File: config.mk
export PLATFORM = sky130hd
export DESIGN_NAME = reg_bank_arbiter
export DESIGN_NICKNAME = d
export VERILOG_FILES = /design/src/rtl/reg_bank_arbiter.sv
export SDC_FILE = /design/constraint.sdc
export NUM_CORES = 1
export LEC_CHECK = 0
export ABC_AREA = 1
export CELL_PAD_IN_SITES_DETAIL_PLACEMENT = 1
export CELL_PAD_IN_SITES_GLOBAL_PLACEMENT = 2
export CORE_ASPECT_RATIO = 0.75
export CORE_MARGIN = 8
export CORE_UTILIZATION = 18
export CTS_CLUSTER_SIZE = 12
export DETAILED_ROUTE_END_ITERATION = 10
export PLACE_DENSITY_LB_ADDON = 0.1
export SYNTH_ARGS = -nofsm -noshare
export SYNTH_HDL_FRONTEND = slang
export SYNTH_SLANG_ARGS = --single-unit
File: constraint.sdc
create_clock -name clk -period 1.15 [get_ports clk]
set_input_delay 0.1725 -clock clk [delete_from_list [all_inputs] [get_ports clk]]
set_output_delay 0.1725 -clock clk [all_outputs]
set_load 0.05 [all_outputs]
File: src/rtl/reg_bank_arbiter.sv
// Two-requester arbiter for a bank of tri-stated registers sharing one D and one Q bus.
// Bank strobes are decoded from registered state, so an async reset removes them at once.
module reg_bank_arbiter #(
    parameter int NrOfRegs = 8,
    parameter int AddrBits = 3,
    parameter int NrOfBits = 32
) (
    input  logic                clk,
    input  logic                rst_n,
    input  logic                req0,
    input  logic                req1,
    input  logic                we0,
    input  logic                we1,
    input  logic [AddrBits-1:0] addr0,
    input  logic [AddrBits-1:0] addr1,
    input  logic [NrOfBits-1:0] wdata0,
    input  logic [NrOfBits-1:0] wdata1,
    output logic                grant0,
    output logic                grant1,
    output logic                rvalid0,
    output logic                rvalid1,
    output logic                err0,
    output logic                err1,
    output logic [NrOfBits-1:0] rdata,
    output logic [NrOfRegs-1:0] bank_cs,
    output logic [NrOfRegs-1:0] bank_ce,
    output logic                bank_tick,
    output logic [NrOfBits-1:0] bank_d,
    input  logic [NrOfBits-1:0] bank_q
);

    typedef enum logic [1:0] {
        IDLE   = 2'd0,
        ACCESS = 2'd1,
        DONE   = 2'd2
    } state_e;

    localparam logic [AddrBits:0] NrRegsW = (AddrBits + 1)'(NrOfRegs);

    state_e                state_q, state_d;
    logic                  win_q, win_d;
    logic                  we_q, we_d;
    logic [AddrBits-1:0]   addr_q, addr_d;
    logic [NrOfBits-1:0]   wdata_q, wdata_d;
    logic [NrOfBits-1:0]   rdata_q, rdata_d;

    logic                  addr_ok_s;
    logic [NrOfRegs-1:0]   sel_s;
    logic                  acc_s;
    logic                  wr_s;
    logic                  rd_s;
    logic                  pick_s;

    // Address range check and one-hot register select from the latched address.
    always_comb begin
        addr_ok_s = ({1'b0, addr_q} < NrRegsW);
        sel_s     = '0;
        for (int i = 0; i < NrOfRegs; i++) begin
            sel_s[i] = (addr_q == AddrBits'(i));
        end
    end

    // Next-state logic; win_q doubles as last_winner for round-robin tie breaking.
    always_comb begin
        state_d = state_q;
        win_d   = win_q;
        we_d    = we_q;
        addr_d  = addr_q;
        wdata_d = wdata_q;
        rdata_d = rdata_q;
        pick_s  = 1'b0;
        case (state_q)
            IDLE: begin
                if (req0 || req1) begin
                    pick_s  = (req0 && req1) ? ~win_q : req1;
                    win_d   = pick_s;
                    we_d    = pick_s ? we1 : we0;
                    addr_d  = pick_s ? addr1 : addr0;
                    wdata_d = pick_s ? wdata1 : wdata0;
                    state_d = ACCESS;
                end else begin
                    state_d = IDLE;
                end
            end
            ACCESS: begin
                if (we_q) begin
                    state_d = IDLE;
                end else begin
                    state_d = DONE;
                    rdata_d = addr_ok_s ? bank_q : '0;
                end
            end
            DONE: begin
                state_d = IDLE;
            end
            default: begin
                state_d = IDLE;
            end
        endcase
    end

    // State and transaction registers.
    always_ff @(posedge clk or negedge rst_n) begin
        if (!rst_n) begin
            state_q <= IDLE;
            win_q   <= 1'b1;
            we_q    <= 1'b0;
            addr_q  <= '0;
            wdata_q <= '0;
            rdata_q <= '0;
        end else begin
            state_q <= state_d;
            win_q   <= win_d;
            we_q    <= we_d;
            addr_q  <= addr_d;
            wdata_q <= wdata_d;
            rdata_q <= rdata_d;
        end
    end

    // Bank strobes and handshake pulses decoded purely from registered state.
    always_comb begin
        acc_s     = (state_q == ACCESS);
        wr_s      = acc_s && we_q && addr_ok_s;
        rd_s      = acc_s && !we_q && addr_ok_s;
        grant0    = acc_s && !win_q;
        grant1    = acc_s && win_q;
        err0      = grant0 && !addr_ok_s;
        err1      = grant1 && !addr_ok_s;
        rvalid0   = (state_q == DONE) && !win_q;
        rvalid1   = (state_q == DONE) && win_q;
        bank_tick = wr_s;
        bank_ce   = wr_s ? sel_s : '0;
        bank_d    = wr_s ? wdata_q : '0;
        bank_cs   = rd_s ? ~sel_s : '1;
        rdata     = rdata_q;
    end

endmodule
==> results.md, run 1 <==
STA:
- Across all setup checks in the final design, the least slack found is -0.469 ns.
- Of the available clock period, the critical path in the final layout requires 1.41.
- Setup violations remaining at the end of the flow were counted as 123.
- The sum of negative setup slack is -42.42 ns.
- The count of final hold-check violations came to 0.
- The worst path in the final design needs a cycle of 1.62 ns, including I/O delays and setup.
- The upper clock frequency limit is 618 MHz.
- Across the routed clock network, the largest skew measured is 0.0101 ns.
- Setup repair after global routing could not meet its margin everywhere.
- The max-slew violation count came to 0.

Synthesis:
- The share of the Yosys chip area taken by registers is 0.459.
- The Yosys step of the flow raised 0 warnings.
- The synthesized design spends more area on one cell type than any other, namely sky130_fd_sc_hd__dfrtp_1.
- The post-synthesis register bit count is 71.
- The share of synthesized area in the top cell type comes to 0.452.
- Ranked by total cell area, the synthesized netlist is headed by sky130_fd_sc_hd__dfrtp_1, sky130_fd_sc_hd__nand2_1, sky130_fd_sc_hd__inv_1.
- The number of different library cells used by synthesis comes to 18.
- A synthesized cell averages 6.86 um2.
- The post-synthesis instance area is 0.00388 mm2.
- Synthesis produced a netlist whose cell count is 565.

Route:
- The routed via count divided by cell count is approximately 4.
- After detailed routing, the number of remaining DRC violations is 0.
- For this block, the via count after detailed routing is 4259.
- The pre-antenna-repair detailed-routing pass consisted of 4 iterations.
- Dividing the detail-routed wire length by the instance count gives 16.3 um.
- In this run, the number of DRC markers left after iteration 0 of detailed routing was ~140.
- The final wirelength is 17800 um.
- The residual antenna-violating net count after detailed routing is 0.

Clocking:
- The TritonCTS clock tree is done.
- The latest clock arrival within the worst-skew pair is between 0.3 and 0.4 ns.
- Buffers inserted during clock tree synthesis total 9.
- The clock sink total is roughly 70.
- The clock-pin slew on the worst setup and hold paths is 0.05 ns.
- The clock passes through at most 2 buffers.
- CTS built an H-tree with a depth of 3.
- The root buffer cell is sky130_fd_sc_hd__clkbuf_16.

Finish:
- Of the cells placed in the final design, the portion with a size suffix greater than 1 is 0.283.
- The leading cell type in the layout, fill and taps excluded is sky130_fd_sc_hd__nand2_1.
- Measured on the finished design, the core utilization comes to 0.395.
- The net count of the finished layout is around 900.
- The library cells used most frequently in the layout, excluding fill and tap cells, are sky130_fd_sc_hd__nand2_1, sky130_fd_sc_hd__inv_1, sky130_fd_sc_hd__clkdlybuf4s50_1, sky130_fd_sc_hd__buf_12, sky130_fd_sc_hd__nand3_1.
- The antenna diode count is 0.
- Leaving out filler cells and counting taps, the final layout contains 1088.
- The area added between synthesis and finish is 115%.

Setup path:
- The sort of element at the end of the critical path is a primary output.
- The origin of the critical flop-to-flop path is state_q[1]$_DFF_PN0_.
- At the worst endpoint, the required time is 0.98 ns.
- The largest driver fanout on the critical path is 8.
- The most critical setup path has its endpoint at bank_d[29].
- The most critical setup path has its startpoint at state_q[1]$_DFF_PN0_.
- In this run the critical register-to-register path is captured at wdata_q[5]$_DFFE_PN0P_.
- The type of the setup path with the least slack is reg2out.
- The data arrival time of the critical path is between 1 and 1.5 ns.
- Setup slack on the worst reg-to-reg path comes out at -0.34 ns.
- STA classifies the critical path startpoint as a flip-flop.
- The path depth of the worst reg2reg path is 9.

Job:
- The number of max-cap violations is 0.

Placed design:
- The post-placement worst setup slack is -0.352 ns.
- The number of placed instances, taps included is 1047.
- The count of input and output buffers is 192.
- The last weighted congestion value of the routability-driven placer is 0.717.
- The HPWL after detailed placement is 13000 um.

Run status:
- The final reports fail on negative setup slack.
- The flow ran to the end, but the final reports show violations.

Global routing:
- The initial antenna violation count came to 0.
- Summed over all layers, the global routing overflow is 0.
- The via count of the first global-routing pass is 4744.
- The maximum number of pins on one net before global-route repair is 33.
- The wire length of the first global-routing pass is about 27000 um.
- The overall fraction of global-route tracks in use is 0.132.

Min path:
- The path type of the worst min-delay path is in2async.

Pwr:
- IR analysis of the VDD net gives a maximum drop of 1.02 mV.
- The ratio of total power to cell area is 2920 mW/mm2.
- Summed over all cells, the static leakage comes to 4.03 nW.
- The design draws about 24 mW.

Floorplan:
- The region available for standard cell placement spans 0.0211 mm2.
- The initial utilization of the core area, before any placement, comes to 0.184.
- The floorplan has 46 rows.
- The die covers 0.0265 mm2.
- The floorplan die width is 185 um.
- For this design the top-level I/O count stands at 195.
- Measured along the y axis, the die boundary spans 143 um.
[kinds of logic after synthesis]
logic type	share of synthesized area
AO/OA/AOI/OAI	0.00129
flip-flops	0.459
AND/OR/NAND/NOR	0.372
other	0.000967
buffers and inverters	0.167
[sequential cells by signal, summed over array words and instances (netlist names)]
signal	cells
win_q	1
wdata_q	32
rdata	32
state_q	2
we_q	1
addr_q	3
[per-stage QoR]
stage          area, um2  hold slack [ns]
6_report            8340            0.255
3_3_place_gp        7410           0.0697
5_1_grt             8340            0.268
3_5_place_dp        7410           0.0688
2_1_floorplan       4250           -0.123
4_1_cts             8100            0.250
[critical path, cell delays in order, from the launching register on]
cell and delay [ns]:
sky130_fd_sc_hd__dfrtp_1 0.37, sky130_fd_sc_hd__inv_2 0.08, sky130_fd_sc_hd__nand3_4 0.08, sky130_fd_sc_hd__buf_12 0.16, sky130_fd_sc_hd__buf_12 0.16, sky130_fd_sc_hd__nor2_4 0.12
sky130_fd_sc_hd__buf_12 0.15
[layout make-up]
type                    instances  area (um2)
clock inverters                 5         129
flip-flops and latches         71        1780
repair buffers                250        3520
fillers                      2438       12800
multi-input cells             349        1850
clock buffers                  11         243
well taps                     288         360
inverters                     114         444
[cell usage after synthesis (all sizes together)]
master / n
inv: 114
nand3: 81
buf: 29
nor2: 45
dfrtp: 70
nand4: 8
clkbuf: 4
conb: 1
dfstp: 1
o21ai: 1
nand2: 209
nor3: 2
[power by group]
group | total, mW | internal [mW] | switching [mW] | leakage [nW]
logic | 16.0 | 7.26 | 8.69 | 2.99
registers | 4.88 | 3.81 | 1.07 | 0.861
clock network | 3.53 | 2.40 | 1.12 | 0.180
total | 24.4 | 13.5 | 10.9 | 4.03
[how the worst min path moves through the flow]
stage	endpoint	cells after the start	slack, ns	start
after floorplan	addr_q[0]$_DFFE_PN0P_	0	-0.12	rst_n
after global placement	wdata_q[2]$_DFFE_PN0P_	1	0.07	rst_n
after detailed placement	wdata_q[3]$_DFFE_PN0P_	1	0.07	rst_n
after CTS	rdata[4]$_DFFE_PN0P_	2	0.25	rst_n
after global routing	wdata_q[24]$_DFFE_PN0P_	2	0.27	rst_n
final	wdata_q[3]$_DFFE_PN0P_	2	0.25	rst_n
[repair_timing]
item / CTS / global route
cloned: 5 / 6
pin swaps: 8 / 5
hold endpoints to repair: 32 / 0
gates resized for setup: 30 / 27
hold buffers: 1 / 0
endpoints found under the setup margin: 122 / 124
buffers inserted: 10 / 4
[per-layer routing]
layer / GRT usage / vias to the layer above / part of all wire
met4: 0.0374 / 0 / 0.010
li1: - / 2124 / -
met5: 0 / - / 0
met3: 0.0366 / 12 / 0.056
met1: 0.174 / 2014 / 0.48
met2: 0.206 / 109 / 0.46
Power figures use the tool's default switching activity.
==> inputs of run 2 (changes only) <==
--- a/config.mk
+++ b/config.mk
@@ -14,6 +14,7 @@
 export CTS_CLUSTER_SIZE = 12
 export DETAILED_ROUTE_END_ITERATION = 10
 export PLACE_DENSITY_LB_ADDON = 0.1
+export SETUP_SLACK_MARGIN = 0.15
 export SYNTH_ARGS = -nofsm -noshare
 export SYNTH_HDL_FRONTEND = slang
 export SYNTH_SLANG_ARGS = --single-unit
==> results.md, run 2 (synthesis gave the netlist of run 1 again) <==
STA:
- The sum of negative setup slack is -44.64 ns.
- The final cycle utilization of the critical path is 1.48.
- Setup repair after global routing could not meet its margin everywhere.
- The max-slew violation count is 0.
- The final critical delay including setup and external delays is 1.70 ns.
- Setup violations remaining at the end of the flow were counted as 123.
- The upper clock frequency limit is 588 MHz.
- After layout, the worst setup slack is -0.551 ns.
- Across the routed clock network, the largest skew measured is between 0.005 and 0.006 ns.
- The count of final hold-check violations came to 0.

Floorplan:
- The floorplan step defined a die boundary enclosing approximately 0.027 mm2.
- The cell row count is 46.
- The floorplan die width is about 190 um.
- From bottom edge to top edge, the die measures 143 um.
- The number of ports placed on the die boundary is 195.
- The core area is between 0.02 and 0.025 mm2.
- For this configuration, the core starts out at a cell density of 0.184.

Setup path:
- The cell seen most often among critical-path stages is sky130_fd_sc_hd__buf_12.
- The worst setup path is captured at a primary output.
- Along the worst path, the maximum fanout reaches 17.
- The critical path data required time is just under 1 ns.
- The largest single stage delay on the critical path is 0.46 ns.
- The data arrival time of the critical path is 1.53 ns.
- The critical path is of the reg2out type.
- The largest individual stage delay along the critical path comes from the cell sky130_fd_sc_hd__dfrtp_2.
- The kind of launch point of the worst setup path is a flip-flop.
- The critical path goes through nand3_4, buf_12, clkinvlp_4, buf_12.

Job:
- Max-cap violations in this run came to 0.

Clocking:
- At the later pin of the worst-skew pair, clock insertion delay measures 0.34 ns.
- In this run, CTS created clock tree buffers numbering 9.
- The H-tree was split into 3 levels.
- The TritonCTS clock tree is done.
- Clock-pin slew was measured on the worst setup and hold paths at 0.06 ns.
- The root buffer cell is sky130_fd_sc_hd__clkbuf_16.
- The largest buffer count on any clock path is 2.
- The clock sink total is between 70 and 80.

Finish:
- In the layout the commonest cells are sky130_fd_sc_hd__nand2_1, sky130_fd_sc_hd__inv_1, sky130_fd_sc_hd__clkdlybuf4s50_1, sky130_fd_sc_hd__buf_12, sky130_fd_sc_hd__nand3_1.
- The fraction of final layout cells with drive strength greater than 1 is 0.320.
- The antenna diode count is 0.
- Leaving out filler cells and counting taps, the final layout contains 1098.
- The post-route core utilization is 0.396.
- The net total in the final layout is between 900 and 1000.
- The leading cell type in the layout, fill and taps excluded is sky130_fd_sc_hd__nand2_1.
- The area added between synthesis and finish is 116%.

Route:
- Across all layers, the routed design uses 4301 vias.
- The wire length per cell after detailed routing is around 16 um.
- In the routed design, unresolved DRC markers number 0.
- The first detailed-routing pass ran for 4 iterations.
- In the routed layout, each cell is associated on average with a via count of approximately 3.9.
- The first-iteration detailed-routing DRC count is 138.
- The residual antenna-violating net count after detailed routing is 0.
- The final layout contains routed wiring with a total length of roughly 18000 um.

Pwr:
- In this run the power density over the cells is roughly 2900 mW/mm2.
- The static leakage is 4.05 nW.
- VDD sags by at most 0.871 mV.

Min path:
- The tightest min-delay check is of the in2async type.

Global routing:
- For this run, the total global-route usage over all layers was measured as 0.135.
- The via count of the first global-routing pass is between 4000 and 5000.
- The maximum number of pins on one net before global-route repair is 33.
- The total overflow left after global routing is 0.
- The first global-routing pass estimated ~27000 um of wire.
- The initial antenna violation count came to 0.

Placed design:
- The post-placement worst setup slack is -0.356 ns.
- In this run the tool buffered the top-level ports with 192 buffer cells.
- After detailed placement, the design holds a cell count of 1047.
- After legalization and detailed placement, the total HPWL measured 13100 um.
- Routability-driven placement finished with a final weighted congestion of 0.755.

Run status:
- The run finished, with violations left.
- The checks that failed: negative setup slack.
-- run 2: changes by cell type in the layout (fill, tap and decap cells not counted), moves of 3 or more --
cell and delta:
sky130_fd_sc_hd__inv_2 +3, sky130_fd_sc_hd__bufinv_16 -3, sky130_fd_sc_hd__nand2_2 +15, sky130_fd_sc_hd__nand2_1 -17
sky130_fd_sc_hd__buf_12 -5, sky130_fd_sc_hd__inv_4 -3, sky130_fd_sc_hd__buf_4 +10, sky130_fd_sc_hd__clkinv_2 +3
sky130_fd_sc_hd__nand3_2 +6, sky130_fd_sc_hd__nand3_1 -6, sky130_fd_sc_hd__buf_6 +4
-- run 2: metrics by stage --
stage          total power, mW  hold WS [ns]  instance area, um2
3_3_place_gp              18.5        0.0794                7370
2_1_floorplan             12.3        -0.123                4250
4_1_cts                   23.2         0.258                8100
3_5_place_dp              18.8        0.0818                7370
5_1_grt                   25.4         0.291                8370
6_report                  23.9         0.256                8370
-- run 2: final cells by class --
| cell class | instances | area [um2] |
|---|---|---|
| fillers | 2390 | 12700 |
| repair buffers | 260 | 3560 |
| multi-input cells | 349 | 1940 |
| flip-flops and latches | 71 | 1780 |
| inverters | 114 | 444 |
| well taps | 288 | 360 |
| clock buffers | 10 | 229 |
| clock inverters | 6 | 61.3 |
-- run 2: power by group --
| group | internal [mW] | total (mW) | switching, mW |
|---|---|---|---|
| Sequential | 3.80 | 4.98 | 1.18 |
| Clock | 1.67 | 2.81 | 1.13 |
| Combinational | 7.40 | 16.1 | 8.69 |
-- run 2: path summary, 6_finish.rpt --
path | start | to | slack (ns) | depth (start not counted)
max reg2reg | state_q[1]$_DFF_PN0_ | wdata_q[23]$_DFFE_PN0P_ | -0.34 | 10
max in group asynchronous | rst_n | we_q$_DFFE_PN0P_ | 0.42 | 3
min | rst_n | wdata_q[2]$_DFFE_PN0P_ | 0.26 | 2
min in group clk | req1 | wdata_q[6]$_DFFE_PN0P_ | 0.37 | 5
max | we_q$_DFFE_PN0P_ | bank_tick | -0.55 | 4
min reg2reg | wdata_q[23]$_DFFE_PN0P_ | wdata_q[23]$_DFFE_PN0P_ | 0.48 | 2
-- run 2: layer usage --
layer	up-vias	wire [um]	part of all wire	track usage
met4	0	189	0.011	0.0340
met5	-	0	0	0
met3	14	991	0.056	0.0388
li1	2149	-	-	-
met2	107	8540	0.48	0.218
met1	2031	7980	0.45	0.173
-- run 2: critical path: cells and delay by family, from the launching register on --
family                 cells  cell delay [ns]
buffers and inverters      3             0.55
flip-flops                 1             0.46
AND/OR/NAND/NOR            1             0.16
-- run 2: what timing repair did --
action,CTS,global route
pin swaps,18,15
gates cloned,6,4
endpoints found under the hold margin,14,0
buffers inserted,8,16
hold buffers,1,0
endpoints found under the setup margin,155,156
resized for setup,59,20
